===== src/rtl/entrada_senha_if.sv =====
// entrada_senha_if: keypad-side inputs and confirmed-code outputs of the
// password entry stage. The master side is the keypad scanner and the
// downstream consumer; the slave side is the entry stage itself.
interface entrada_senha_if #(
  parameter int unsigned DIGIT_W  = 4,
  parameter int unsigned N_DIGITS = 2
);
  localparam int unsigned CODE_W  = DIGIT_W * N_DIGITS;
  localparam int unsigned COUNT_W = $clog2(N_DIGITS + 1);

  logic [DIGIT_W-1:0] tecla;
  logic               tecla_press;
  logic               tecla_ok;
  logic               tecla_limpa;
  logic [CODE_W-1:0]  senha_digitada;
  logic               senha_valida;
  logic [COUNT_W-1:0] n_digitos;
  logic               erro_incompleto;
  logic               timeout;

  modport master (
    output tecla, tecla_press, tecla_ok, tecla_limpa,
    input  senha_digitada, senha_valida, n_digitos, erro_incompleto, timeout
  );

  modport slave (
    input  tecla, tecla_press, tecla_ok, tecla_limpa,
    output senha_digitada, senha_valida, n_digitos, erro_incompleto, timeout
  );
endinterface


===== src/rtl/entrada_senha.sv =====
// entrada_senha: collects N_DIGITS decimal key codes, publishes the code on
// the confirm key and holds it until the next successful confirmation.
// Handles clear, incomplete entry and (optionally) inactivity timeout.
// Optional feature: define TIMEOUT_EN to build the idle counter and the
// timeout pulse; without it a partial entry waits for clear, confirm or reset.
module entrada_senha #(
  parameter int unsigned DIGIT_W     = 4,
  parameter int unsigned N_DIGITS    = 2,
  parameter int unsigned TIMEOUT_CYC = 50000000
) (
  input  logic           clk,
  input  logic           rst_n,
  entrada_senha_if.slave bus
);
  localparam int unsigned CODE_W  = DIGIT_W * N_DIGITS;
  localparam int unsigned COUNT_W = $clog2(N_DIGITS + 1);

  typedef enum logic [1:0] {IDLE, ENTRADA, CHEIO} state_t;

  state_t             state_q, state_next;
  logic [CODE_W-1:0]  buf_q, buf_next;
  logic [CODE_W-1:0]  senha_q, senha_next;
  logic [COUNT_W-1:0] n_q, n_next;
  logic               valida_q, valida_next;
  logic               erro_q, erro_next;
  logic               timeout_q, timeout_next;
  logic               press_q, ok_q, limpa_q;
  logic               press_ev, ok_ev, limpa_ev, digit_ev;
  logic               accept;
  logic               timeout_hit;

  // Rising-edge detection: a held key yields exactly one event.
  assign press_ev = bus.tecla_press & ~press_q;
  assign ok_ev    = bus.tecla_ok    & ~ok_q;
  assign limpa_ev = bus.tecla_limpa & ~limpa_q;
  // Only decimal key codes count as digits.
  assign digit_ev = press_ev && (32'(bus.tecla) <= 32'd9);

  // Next-state and output decode; priority is clear > confirm > digit > timeout.
  always_comb begin
    // NOTE: every variable gets a default first so no path leaves one
    // unassigned, which would otherwise infer a latch.
    state_next   = state_q;
    buf_next     = buf_q;
    n_next       = n_q;
    senha_next   = senha_q;
    valida_next  = 1'b0;
    erro_next    = 1'b0;
    timeout_next = 1'b0;
    accept       = 1'b0;

    if (limpa_ev) begin
      state_next = IDLE;
      buf_next   = '0;
      n_next     = '0;
    end else if (ok_ev) begin
      if (state_q == CHEIO) begin
        senha_next  = buf_q;
        valida_next = 1'b1;
      end else begin
        erro_next = 1'b1;
      end
      state_next = IDLE;
      buf_next   = '0;
      n_next     = '0;
    end else if (digit_ev && state_q != CHEIO) begin
      accept     = 1'b1;
      buf_next   = (buf_q << DIGIT_W) | CODE_W'(bus.tecla);
      n_next     = n_q + 1'b1;
      state_next = (n_next == COUNT_W'(N_DIGITS)) ? CHEIO : ENTRADA;
    end else if (timeout_hit) begin
      timeout_next = 1'b1;
      state_next   = IDLE;
      buf_next     = '0;
      n_next       = '0;
    end
  end

  // State, buffer, edge-detect history and registered outputs.
  always_ff @(posedge clk or negedge rst_n) begin
    if (!rst_n) begin
      // NOTE: the digit buffer is reset too, so a partial entry can never
      // leak into a later code after reset.
      state_q   <= IDLE;
      buf_q     <= '0;
      n_q       <= '0;
      senha_q   <= '0;
      valida_q  <= 1'b0;
      erro_q    <= 1'b0;
      timeout_q <= 1'b0;
      press_q   <= 1'b0;
      ok_q      <= 1'b0;
      limpa_q   <= 1'b0;
    end else begin
      // NOTE: non-blocking assignments so every register samples the values
      // from before this edge, independent of statement order.
      state_q   <= state_next;
      buf_q     <= buf_next;
      n_q       <= n_next;
      senha_q   <= senha_next;
      valida_q  <= valida_next;
      erro_q    <= erro_next;
      timeout_q <= timeout_next;
      press_q   <= bus.tecla_press;
      ok_q      <= bus.tecla_ok;
      limpa_q   <= bus.tecla_limpa;
    end
  end

`ifdef TIMEOUT_EN
  localparam int unsigned IDLE_W = $clog2(TIMEOUT_CYC);

  logic [IDLE_W-1:0] idle_q, idle_next;

  // The counter would reach TIMEOUT_CYC-1 on this edge, so fire now.
  assign timeout_hit = (state_q != IDLE) && (idle_q == IDLE_W'(TIMEOUT_CYC - 2));

  // Idle counter: counts while an entry stays open, restarts on accepted digits.
  always_comb begin
    idle_next = '0;
    if (state_q != IDLE && state_next != IDLE && !accept) begin
      idle_next = idle_q + 1'b1;
    end
  end

  // Idle counter register.
  always_ff @(posedge clk or negedge rst_n) begin
    if (!rst_n) begin
      idle_q <= '0;
    end else begin
      idle_q <= idle_next;
    end
  end
`else
  logic unused_timeout_cfg;

  assign timeout_hit        = 1'b0;
  assign unused_timeout_cfg = (TIMEOUT_CYC > 1);
`endif

  assign bus.senha_digitada  = senha_q;
  assign bus.senha_valida    = valida_q;
  assign bus.n_digitos       = n_q;
  assign bus.erro_incompleto = erro_q;
  assign bus.timeout         = timeout_q;
endmodule


===== src/flat_wrapper.sv =====
// flat-port wrapper written by rule: the top's interface ports become plain ports
module entrada_senha_flat 
#(
  parameter int unsigned DIGIT_W     = 4,
  parameter int unsigned N_DIGITS    = 2,
  parameter int unsigned TIMEOUT_CYC = 50000000
)
  (clk, rst_n, bus_tecla, bus_tecla_press, bus_tecla_ok, bus_tecla_limpa, bus_senha_digitada, bus_senha_valida, bus_n_digitos, bus_erro_incompleto, bus_timeout);
  entrada_senha_if #(.DIGIT_W(DIGIT_W), .N_DIGITS(N_DIGITS)) bus_i ();
  input  logic clk;
  input  logic rst_n;
  input wire logic [$bits(bus_i.tecla)-1:0] bus_tecla;
  input wire logic [$bits(bus_i.tecla_press)-1:0] bus_tecla_press;
  input wire logic [$bits(bus_i.tecla_ok)-1:0] bus_tecla_ok;
  input wire logic [$bits(bus_i.tecla_limpa)-1:0] bus_tecla_limpa;
  output wire logic [$bits(bus_i.senha_digitada)-1:0] bus_senha_digitada;
  output wire logic [$bits(bus_i.senha_valida)-1:0] bus_senha_valida;
  output wire logic [$bits(bus_i.n_digitos)-1:0] bus_n_digitos;
  output wire logic [$bits(bus_i.erro_incompleto)-1:0] bus_erro_incompleto;
  output wire logic [$bits(bus_i.timeout)-1:0] bus_timeout;
  assign bus_i.tecla = bus_tecla;
  assign bus_i.tecla_press = bus_tecla_press;
  assign bus_i.tecla_ok = bus_tecla_ok;
  assign bus_i.tecla_limpa = bus_tecla_limpa;
  assign bus_senha_digitada = bus_i.senha_digitada;
  assign bus_senha_valida = bus_i.senha_valida;
  assign bus_n_digitos = bus_i.n_digitos;
  assign bus_erro_incompleto = bus_i.erro_incompleto;
  assign bus_timeout = bus_i.timeout;
  entrada_senha #(.DIGIT_W(DIGIT_W), .N_DIGITS(N_DIGITS), .TIMEOUT_CYC(TIMEOUT_CYC)) u_core (.clk(clk), .rst_n(rst_n), .bus(bus_i));
endmodule

===== config.mk =====
export PLATFORM = sky130hd
export DESIGN_NAME = entrada_senha_flat
export DESIGN_NICKNAME = d
export VERILOG_FILES = /design/src/rtl/entrada_senha_if.sv /design/src/rtl/entrada_senha.sv /design/src/flat_wrapper.sv
export SDC_FILE = /design/constraint.sdc
export NUM_CORES = 1
export LEC_CHECK = 0
export ABC_AREA = 1
export BUFFER_PORTS_ARGS = -buffer_cell sky130_fd_sc_hd__clkbuf_2
export CAP_MARGIN = 20
export CORE_MARGIN = 2
export CORE_UTILIZATION = 35
export DETAILED_ROUTE_END_ITERATION = 6
export PLACE_DENSITY = 0.53
export SYNTH_ARGS = -nofsm -noshare
export SYNTH_HDL_FRONTEND = slang
export SYNTH_SLANG_ARGS = --single-unit

===== constraint.sdc =====
create_clock -name clk -period 1.8 [get_ports clk]
set_input_delay 0.18 -clock clk [delete_from_list [all_inputs] [get_ports clk]]
set_output_delay 0.18 -clock clk [all_outputs]
set_load 0.05 [all_outputs]

==> impl_metrics.py <==
metrics = {
    "run_status": {
        "status": "completed",
    },
    "pwr": {
        "fin_total_pwr_w": 0.00102,
        "seqPwrFrac_pct": 59.7,
        "power_density_nw_per_um2": 759,
        "peakVddDrop_mv": 0.284,
        "clkPwrFrac_pct": 24.9,
        "internal-power_w": 0.000715,
        "comb_power_share_pct": 15.5,
        "power_switching_w": 0.000300,
        "leakagePower_nw": 0.709,
        "swShare_pct": 29.5,
    },
    "critical_path": {
        "worstPathRequired_ns": 2.06,
        "path_class": "input port to flip-flop",
        "crit_arrival_ns": 1.54,
        "start_kind": "input port",
        "endpoint_kind": "flip-flop",
        "cp_max_fo": 21,
    },
    "grt": {
        "grt_pass1_wl_mm": 3.22,
        "antenna_found_initial": 0,
        "grt_use_total_pct": 11.6,
        "overflow": 0,
        "first_global_vias": 732,
        "grt_max_degree": 26,
    },
    "floorplan": {
        "floorplan.rows": 21,
        "start_util_pct": 35.7,
        "die_x_um": 61.9,
        "die_h_um": 61.9,
        "dieArea_um2": 3830,
        "ioPinCount": 22,
        "coreArea_um2": 3280,
    },
    "hold_path": {
        "hold_path_class": "input port to flip-flop",
    },
    "cts": {
        "path_clk_slew_ns": 0.13,
        "clock_latency_ns": 0.32,
        "cts.path.max_buffers": 2,
        "cts_tree": "done",
        "cts_num_sinks": 25,
        "post_cts_buffers": 0,
        "cts_max_level": 1,
        "cts_root_buf": "clkbuf_4",
        "cts_buffers": 3,
        "cts_repair_resize_count": 0,
        "hold_buffers": 3,
    },
    "synth": {
        "synth_area_um2": 1170,
        "synth_seq_cells": 25,
        "synth.distinct_cells": 18,
        "syn_nets": 138,
        "synthCells": 128,
        "syn_area_per_cell_um2": 9.17,
        "synth_seq_area_share_pct": 53.3,
        "yosysWarningCount": 0,
    },
    "sta": {
        "slew_violations": 0,
        "hold_viol": 0,
        "min_period_over_period_pct": 70.9,
        "worst_pin_slew_ns": 0.600,
        "setup-tns-final_ns": 0,
        "rsz0062_at_grt": "no",
        "fin_skew_ns": 0.00760,
        "fin_crit_ns": 1.28,
        "setup_viol": 0,
        "slew_headroom_pct": 60.0,
        "timing.fmax_mhz": 783,
    },
    "route": {
        "drt_first_iter_violations": 25,
        "wl_per_cell_um": 9.62,
        "via_per_inst": 4.24,
        "routed_wl_mm": 1.88,
        "firstDrtPassIters": 4,
        "drtAntennaViolNets": 0,
        "vias": 827,
        "drc": 0,
    },
    "placed_design": {
        "port-buffer-count": 20,
        "place.gp.congestion": 0.827,
        "dp.cells": 188,
        "dpl.hpwl_mm": 1.33,
    },
    "layout": {
        "fin_util_pct": 40.7,
        "layoutNonFillerInstCount": 195,
        "antenna_cells": 0,
        "syn2layout_area_growth_pct": 14.0,
        "finalNetCount": 160,
        "drive_gt1_share_pct": 28.9,
    },
    "job": {
        "maxCapViolations": 0,
    },
}
worst max-delay path, stage by stage:
cell	delay [ns]
dlygate4sd3_1	0.53
clkbuf_2	0.11
nand2_2	0.12
nand2_1	0.08
inv_2	0.25
nand2_1	0.10
nand2_1	0.08
nand2_1	0.05
inv_1	0.04
logic make-up after synthesis:
family	after synthesis	synth area share, %
AO/OA/AOI/OAI	9	6.40
flip-flops	25	53.3
AND/OR/NAND/NOR	64	27.3
other	1	0.320
buffers and inverters	28	11.6
adder cells (fa/ha/maj)	1	1.07
state kept, by name (all words and copies together), names as in the netlist:
name and flops:
u_core.bus.erro_incompleto 1, u_core.bus.senha_digitada 8, u_core.state_q 2, u_core.buf_q 8, u_core.limpa_q 1, u_core.bus.n_digitos 2
u_core.press_q 1, u_core.bus.senha_valida 1, u_core.ok_q 1
per-stage QoR:
step,cell area (um^2),hold WS (ns),worst slack [ns]
floorplan,1170,-0.116,0.568
CTS,1340,0.00671,0.533
detailed placement,1280,0.224,0.574
finish,1340,0.0273,0.523
global route,1340,0.0106,0.406
global placement,1280,0.221,0.599
layout make-up:
class / count / area [um^2]
clock inverters: 1 / 7.51
repair buffers: 23 / 130
flip-flops and latches: 25 / 626
clock buffers: 3 / 22.5
inverters: 22 / 82.6
well taps: 46 / 57.6
fillers: 356 / 1950
multi-input cells: 75 / 412
power groups by stage:
| stage | clock [W] | combinational, W | sequential, W |
|---|---|---|---|
| after global placement | 0 | 0.000153 | 0.000616 |
| after global routing | 0.000290 | 0.000177 | 0.000610 |
| after floorplan | 0 | 0.0000848 | 0.000647 |
| after detailed placement | 0 | 0.000155 | 0.000617 |
| after CTS | 0.000273 | 0.000160 | 0.000606 |
| final | 0.000252 | 0.000157 | 0.000606 |
Yosys cell counts:
| master | instances | area, um^2 |
|---|---|---|
| nand2_1 | 30 | 113 |
| dfrtp_1 | 25 | 626 |
| nand3_1 | 21 | 105 |
| inv_1 | 19 | 71.3 |
| o21ai_2 | 8 | 70.1 |
| nor2_1 | 4 | 15.0 |
| buf_6 | 3 | 33.8 |
| inv_2 | 3 | 11.3 |
| nand2_2 | 3 | 18.8 |
| nor2_4 | 3 | 33.8 |
| buf_4 | 2 | 15.0 |
| buf_2 | 1 | 5.00 |
| conb_1 | 1 | 3.75 |
| ha_1 | 1 | 12.5 |
| nand4_4 | 1 | 21.3 |
| nor2_2 | 1 | 6.26 |
| nor3b_1 | 1 | 7.51 |
| o21ai_0 | 1 | 5.00 |
per-layer routing:
metal	up-vias	part of all wire, %	global-route usage (%)
li1	436	-	-
met1	372	51	15.4
met2	17	45	17.7
met3	2	3.6	3.11
met4	0	1.1	5.47
met5	-	0	0
final timing paths:
path,from,endpoint,slack [ns],cells past startpoint
worst max-delay path,bus_tecla_limpa,u_core.buf_q[3],0.52,9
worst min-delay path,bus_tecla_ok,u_core.ok_q,0.03,1
worst max register to register,u_core.state_q[0],u_core.buf_q[3],0.57,6
worst min register to register,u_core.bus.senha_digitada[3],u_core.bus.senha_digitada[3],0.50,2
max in group asynchronous,rst_n,u_core.state_q[0],1.02,2
min in group asynchronous,rst_n,u_core.bus.senha_digitada[6],0.38,2
cells in the final DEF, fill, tap and decap left out, types with 3 or more instances in the layout:
cell / instances
nand2_1: 30
dfrtp_1: 25
nand3_1: 21
clkbuf_2: 20
inv_1: 19
o21ai_2: 8
nor2_1: 4
inv_2: 3
nor2_4: 3
nand2_2: 3
clkbuf_4: 3
dlygate4sd3_1: 3
No activity file was read; power rests on OpenSTA's default activity.
